File: src/rtl/peak_bin_finder.sv
// Scans one frame of magnitudes from a ping-pong RAM and publishes the peak bin,
// the bank it came from and a sticky done flag for the colour stage.
module peak_bin_finder #(
    parameter int SAMPLES   = 32,
    parameter int MAG_W     = 16,
    parameter int START_BIN = 1,
    localparam int AW       = $clog2(SAMPLES)
) (
    input  logic             clk,
    input  logic             reset,
    input  logic             start,
    input  logic             ram_sel_in,
    output logic             rd_en,
    output logic             rd_bank,
    output logic [AW-1:0]    rd_addr,
    input  logic [MAG_W-1:0] rd_data,
    output logic [AW-1:0]    index_holder,
    output logic             whichRAM,
    output logic             done,
    output logic             frame_done,
    output logic             busy,
    output logic [1:0]       dbg_state
);

    typedef enum logic [1:0] {
        S_IDLE  = 2'd0,
        S_SCAN  = 2'd1,
        S_DRAIN = 2'd2
    } state_t;

    localparam logic [AW-1:0] FIRST_ADDR = AW'(START_BIN);
    localparam logic [AW-1:0] LAST_ADDR  = AW'(SAMPLES - 1);

    state_t            r_state;
    state_t            w_next;
    logic              r_bank;
    logic [AW-1:0]     r_addr;
    logic              r_vld;
    logic [AW-1:0]     r_idx;
    logic              r_first;
    logic [MAG_W-1:0]  r_best_mag;
    logic [AW-1:0]     r_best_idx;
    logic [AW-1:0]     r_index;
    logic              r_which;
    logic              r_done;
    logic              r_frame_done;
    logic              w_take;

    // Valid/ready contract on the read port: rd_data belongs to the address
    // presented with rd_en one cycle earlier; there is no back-pressure.
    always_comb begin
        w_next = r_state;
        case (r_state)
            S_IDLE:  if (start) w_next = S_SCAN;
            S_SCAN:  if (r_addr == LAST_ADDR) w_next = S_DRAIN;
            S_DRAIN: w_next = S_IDLE;
            default: w_next = S_IDLE;
        endcase
    end

    // Strict compare keeps the lowest index on ties; first sample always loads.
    assign w_take = r_vld && (r_first || (rd_data > r_best_mag));

    always_ff @(posedge clk) begin
        if (reset) begin
            r_state      <= S_IDLE;
            r_bank       <= 1'b0;
            r_addr       <= '0;
            r_vld        <= 1'b0;
            r_idx        <= '0;
            r_first      <= 1'b0;
            r_best_mag   <= '0;
            r_best_idx   <= '0;
            r_index      <= '0;
            r_which      <= 1'b0;
            r_done       <= 1'b0;
            r_frame_done <= 1'b0;
        end else begin
            r_state      <= w_next;
            r_vld        <= (r_state == S_SCAN);
            r_idx        <= r_addr;
            r_frame_done <= 1'b0;

            if (w_take) begin
                r_best_mag <= rd_data;
                r_best_idx <= r_idx;
            end
            if (r_vld) r_first <= 1'b0;

            case (r_state)
                S_IDLE: begin
                    if (start) begin
                        r_bank  <= ram_sel_in;
                        r_addr  <= FIRST_ADDR;
                        r_first <= 1'b1;
                    end
                end
                S_SCAN: begin
                    if (r_addr != LAST_ADDR) r_addr <= r_addr + AW'(1);
                end
                S_DRAIN: begin
                    // The last sample is still in flight, so commit from the live compare.
                    r_index      <= w_take ? r_idx : r_best_idx;
                    r_which      <= r_bank;
                    r_done       <= 1'b1;
                    r_frame_done <= 1'b1;
                end
                default: ;
            endcase
        end
    end

    assign rd_en        = (r_state == S_SCAN);
    assign rd_bank      = r_bank;
    assign rd_addr      = r_addr;
    assign busy         = (r_state == S_SCAN) || (r_state == S_DRAIN);
    assign index_holder = r_index;
    assign whichRAM     = r_which;
    assign done         = r_done;
    assign frame_done   = r_frame_done;
    assign dbg_state    = r_state;

endmodule
File: config.mk
export PLATFORM = sky130hd
export DESIGN_NAME = peak_bin_finder
export DESIGN_NICKNAME = d
export VERILOG_FILES = /design/src/rtl/peak_bin_finder.sv
export SDC_FILE = /design/constraint.sdc
export NUM_CORES = 1
export LEC_CHECK = 0
export BUFFER_PORTS_ARGS = -buffer_cell sky130_fd_sc_hd__buf_2
export CAP_MARGIN = 20
export CELL_PAD_IN_SITES_DETAIL_PLACEMENT = 2
export CELL_PAD_IN_SITES_GLOBAL_PLACEMENT = 2
export CORE_MARGIN = 5
export CORE_UTILIZATION = 36
export CTS_CLUSTER_DIAMETER = 80
export CTS_CLUSTER_SIZE = 30
export DETAILED_ROUTE_END_ITERATION = 7
export PLACE_DENSITY = 0.81
export SLEW_MARGIN = 20
export SYNTH_ARGS = -nofsm -noshare
export SYNTH_HDL_FRONTEND = slang
export SYNTH_SLANG_ARGS = --single-unit
File: constraint.sdc
create_clock -name clk -period 3.6 [get_ports clk]
set_clock_uncertainty 0.05 [all_clocks]
set_input_delay 0.54 -clock clk [delete_from_list [all_inputs] [get_ports clk]]
set_output_delay 0.54 -clock clk [all_outputs]
set_load 0.02 [all_outputs]
==> impl_metrics.yaml, run 1 <==
run_status:
  status: "finished clean"
global_routing:
  grt_pass1_wl_mm: 8.83
  grt_pass1_vias: 1788
  antenna_found_initial: 0
  track_usage_pct: 15.1
  overflow: 0
  grt_max_degree: 43
placement:
  portBuffers: 37
  place.gp.congestion: 0.654
  placed_cells: 318
  dp_slack_ps: 491
  dp_hpwl_mm: 3.39
synth:
  yosys_warnings: 0
  yosysSeqAreaShare_pct: 43.5
  synth.ff_latch_count: 44
  avgSynthCellArea_sq_um: 9.38
  syn_nets: 258
  synthCells: 216
  synthTopCellsByArea: "dfxtp_1 (43%), ha_1 (14%), mux2i_1 (11%)"
  synth.largest_area_cell: "dfxtp_1"
  synth_cell_types: 28
  synth_area_sq_um: 2030
  synth_top_area_share_pct: 43.5
routing:
  routed_via_density: 4.96
  vias: 1618
  wirelength_mm: 5.14
  ant_nets: 0
  drtPass1Iterations: 3
  drc: 0
  drt-initial-drc-count: 44
  drt-wirelength-per-cell_microns: 15.8
cells_and_area:
  nets: 295
  n_antenna_cell: 0
  syn_to_final_growth_pct: 17.7
  utilization_pct: 43.6
  drive_above_1_share_pct: 18.9
  fillers: 626
  layout.cells.non_filler: 326
job:
  max_cap_violations: 0
critical_path:
  cp.required_ps: 3720
  r2r_slack_ps: 740
  cp_max_fo: 14
  crit_start: "r_best_mag[14]"
  path_class: "register to register"
  cp_data_arrival_time_ps: 2980
  end_kind: "register"
  reg2reg_from: "r_best_mag[14]"
  cp-start-kind: "register"
  ff2ff_path_depth: 9
  r2r_end: "r_best_mag[12]"
clocking:
  cts_setup_buffers: 0
  clk_path_buf_depth: 2
  tritoncts: "built"
  holdBufCountCts: 0
  htree_levels: 2
  clock_latency_ps: 310
  clock_sinks: 44
  clkTransAtPathRegs_ps: 90
  ctsResizeCount: 0
  numCtsBuffers: 5
  clock_tree.root_cell: "clkbuf_8"
sta:
  final-max-slew-violation-count: 0
  setup_viol: 0
  hold_viol_final: 0
  setup_slack_ps: 738
  tns_ps: 0
  fin_crit_sh_pct: 79.5
  fmax_ghz: 0.349
  tightest_slew_ps: 810
  slew_headroom_pct: 44.6
  min_period_ps: 2860
  rsz0062_at_grt: "no"
hold_path:
  holdCritStartpoint: "ram_sel_in"
  min_to: "rd_bank"
  min_delay_path_depth: 3
  hp-class: "input pin to register"
power_and_ir_drop:
  power_density_nw_per_um2: 456
  leakage_uw: 0.000994
  peakVddDrop_mv: 0.219
floorplanning:
  dieArea_sq_um: 7230
  die_h_microns: 85.0
  start_util_pct: 37.0
  core_area_sq_um: 5470
  die_w_microns: 85.0
  ios: 38
  placementRows: 27
-- cells in the mapped netlist (all sizes together) --
master and instances:
a2111oi 1, a211oi 5, a21boi 1, a21o 2, a21oi 11, a22oi 1, a31oi 1, and3 1
buf 4, clkbuf 4, dfxtp 44, ha 22, inv 21, mux2i 23, nand2 6, nand2b 5
nand3 5, nand4 4, nor2 35, nor2b 7, nor3 3, o211ai 1, o21ai 6, o31ai 1
or4 1, xor2 1
-- registers in the layout, summed over array words and instances (netlist names) --
| name | count |
|---|---|
| r_vld | 1 |
| whichRAM | 1 |
| rd_bank | 1 |
| r_best_idx | 5 |
| rd_addr | 5 |
| r_idx | 5 |
| frame_done | 1 |
| dbg_state | 2 |
| r_first | 1 |
| r_best_mag | 16 |
| index_holder | 5 |
| done | 1 |
-- worst max-delay path, cell delays in order, from the launching register on --
cell and delay [ps]:
dfxtp_1 340, inv_1 50, ha_1 310, nand4_1 160
or4_1 610, a21o_1 210, a31oi_4 330, buf_4 350
mux2i_1 260, nor2_1 60
-- where the power goes --
| group | internal (uW) | total, uW | switching (uW) |
|---|---|---|---|
| Clock | 209 | 391 | 182 |
| Sequential | 506 | 521 | 14.5 |
| Combinational | 68.9 | 175 | 106 |
| Total | 784 | 1090 | 303 |
-- stage by stage --
stage	hold WS, ps	instance area, sq um	power (uW)
after floorplan	406	2030	650
after global placement	405	2270	697
after detailed placement	421	2270	704
after CTS	423	2380	1100
after global routing	434	2380	1150
final	422	2380	1090
-- how the worst max path moves through the flow --
stage                                  to  slack (ps)  depth (start not counted)
after floorplan           index_holder[0]        1070                          8
after global placement     r_best_mag[15]         570                          9
after detailed placement    r_best_mag[8]         490                          9
after CTS                  r_best_mag[12]         700                          9
after global routing        r_best_mag[8]         540                          9
final                      r_best_mag[12]         740                          9
-- cell type report --
cell class / instances / area (sq um) / area share (%)
flip-flops and latches: 44 / 881 / 37.0
clock buffers: 5 / 68.8 / 2.89
clock inverters: 3 / 47.5 / 1.99
multi-input cells: 143 / 1020 / 43.0
well taps: 72 / 90.1 / 3.78
repair buffers: 38 / 193 / 8.08
inverters: 21 / 78.8 / 3.31
-- cells by family after synthesis --
family	share of synthesized area [%]
simple gates	15.2
mux	11.4
fa+ha+maj	13.6
compound gates	10.0
flops	43.5
buf+inv	5.93
xor+xnor	0.432
-- layer usage --
| layer | part of all wire, % | routed length, microns | track usage (%) |
|---|---|---|---|
| met5 | 0 | 0 | 0 |
| met4 | 1.8 | 91 | 5.18 |
| met3 | 3.1 | 162 | 3.79 |
| met2 | 50 | 2550 | 26.1 |
| met1 | 45 | 2340 | 18.2 |
-- cell usage in the layout, fill, tap and decap left out, types with 2 or more instances in the layout --
cell       n
nand3_1    5
nand2b_1   5
dfxtp_1   44
a211oi_1   5
nor3_1     3
buf_2     37
clkbuf_8   5
mux2i_1   23
nor2_1    35
nand2_1    6
a21oi_1   11
a21o_1     2
nand4_1    4
o21ai_0    6
clkinv_4   2
nor2b_1    7
ha_1      22
inv_1     21
No activity file was read; power rests on OpenSTA's default activity.
==> run 2: changes to the inputs <==
Settings changed: CORE_UTILIZATION 36 to 33, PLACE_DENSITY 0.81 to 0.75.
Clock period 3.6 ns to 2.75 ns, I/O delays scaled along.
==> impl_metrics.yaml, run 2 (synthesis results as in run 1) <==
critical_path:
  end_kind: "register"
  critPathMaxStageDelay_ps: 600
  worst_path_max_delay_cell: "or4_1"
  path_cells: "inv_1 -> ha_1 -> nand4_1 -> or4_1 -> a21o_1 -> a31oi_4 -> buf_12 -> mux2i_1 -> a211oi_1"
  cp_max_fo: 7
  cp-start-kind: "register"
  cp.required_ps: 2860
  cp_data_arrival_time_ps: 2630
  path_class: "register to register"
run_status:
  status: "finished clean"
sta:
  min_period_ps: 2520
  fin_crit_sh_pct: 91.8
  rsz0062_at_grt: "no"
  fmax_ghz: 0.396
  hold_ws_ps: 315
  slew_headroom_pct: 65.3
  final-max-slew-violation-count: 0
  setup_slack_ps: 227
  hold_viol_final: 0
  tns_ps: 0
  setup_viol: 0
  tightest_slew_ps: 521
cells_and_area:
  fillers: 704
  layout_commonest_cell: "dfxtp_1"
  n_antenna_cell: 0
  stdcell_area_sq_um: 2430
  drive_above_1_share_pct: 20.2
  largest_reg_flops: 16
  final_cell_mix: "dfxtp_1 (44), buf_2 (37), nor2_1 (35)"
  layout.cells.non_filler: 333
  syn_to_final_growth_pct: 19.9
  regMostFlops: "r_best_mag"
  nets: 299
global_routing:
  overflow: 0
  antenna_found_initial: 0
  grt_pass1_vias: 1811
  grt_pass1_wl_mm: 8.12
  grt_max_degree: 25
  track_usage_pct: 13.2
routing:
  drtPass1Iterations: 4
  wirelength_mm: 4.66
  routed_via_density: 4.78
  ant_nets: 0
  vias: 1593
  drt-initial-drc-count: 48
  drc: 0
  drt-wirelength-per-cell_microns: 14.0
clocking:
  clkTransAtPathRegs_ps: 90
  holdBufCountCts: 0
  clock_latency_ps: 300
  numCtsBuffers: 5
  ctsResizeCount: 0
  clock_sinks: 44
  tritoncts: "built"
  htree_levels: 2
  cts_setup_buffers: 0
  clk_path_buf_depth: 2
  clock_tree.root_cell: "clkbuf_8"
hold_path:
  hp-class: "input pin to register"
power_and_ir_drop:
  peakVddDrop_mv: 0.275
  leakage_uw: 0.00101
  power_density_nw_per_um2: 585
placement:
  place.gp.congestion: 0.732
  portBuffers: 37
  placed_cells: 325
  postPlaceCellArea_sq_um: 2310
  dp_slack_ps: 32.4
  dp_hpwl_mm: 3.70
floorplanning:
  ios: 38
  dieArea_sq_um: 7810
  start_util_pct: 34.0
  placementRows: 28
  core_area_sq_um: 5960
  die_h_microns: 88.4
  die_w_microns: 88.4
job:
  max_cap_violations: 0
==> run 2: cell types whose count changed in the layout (fill, tap and decap cells not counted), sizes merged <==
cell      delta
inv          +1
clkinv       -2
buf          +4
clkinvlp     +1
==> run 2: path summary, 6_finish.rpt <==
| check | startpoint | cells after the start | end | slack, ps |
|---|---|---|---|---|
| setup / recovery | r_best_mag[14] | 9 | index_holder[3] | 230 |
| hold reg to reg | rd_bank | 2 | rd_bank | 430 |
| hold / removal | ram_sel_in | 3 | rd_bank | 320 |
| setup reg to reg | r_best_mag[14] | 9 | index_holder[3] | 230 |
==> run 2: routing by layer <==
layer / share of wire, % / GRT usage, % / wire, microns
met1: 47 / 16.2 / 2210
met2: 48 / 22.9 / 2230
met3: 3.9 / 3.17 / 181
met4: 0.90 / 3.71 / 42
met5: 0 / 0 / 0
==> run 2: cell type report <==
cell class,instances,area [sq um],share of cell area (%)
Timing Repair Buffer,42,235,9.69
Multi-Input combinational cell,143,1020,42.2
Clock buffer,5,68.8,2.83
Sequential cell,44,881,36.3
Clock inverter,3,46.3,1.91
Inverter,21,78.8,3.25
Tap cell,75,93.8,3.86
==> run 2: critical path: cells and delay by family (launching register included) <==
family | cells | cell delay [ps]
AO/OA/AOI/OAI | 3 | 510
adder cells (fa/ha/maj) | 1 | 300
buffers and inverters | 2 | 200
flip-flops | 1 | 330
multiplexers | 1 | 240
AND/OR/NAND/NOR | 2 | 760
==> run 2: power by group <==
group          internal (uW)  switching (uW)
combinational           98.3             133
sequential               663            18.0
clock                    274             236
total                   1030             387
==> run 2: metrics by stage <==
step	power [uW]	utilization [%]
after detailed placement	934	38.8
after CTS	1450	40.8
after global routing	1500	40.8
final	1420	40.8
after global placement	924	38.8
after floorplan	851	-
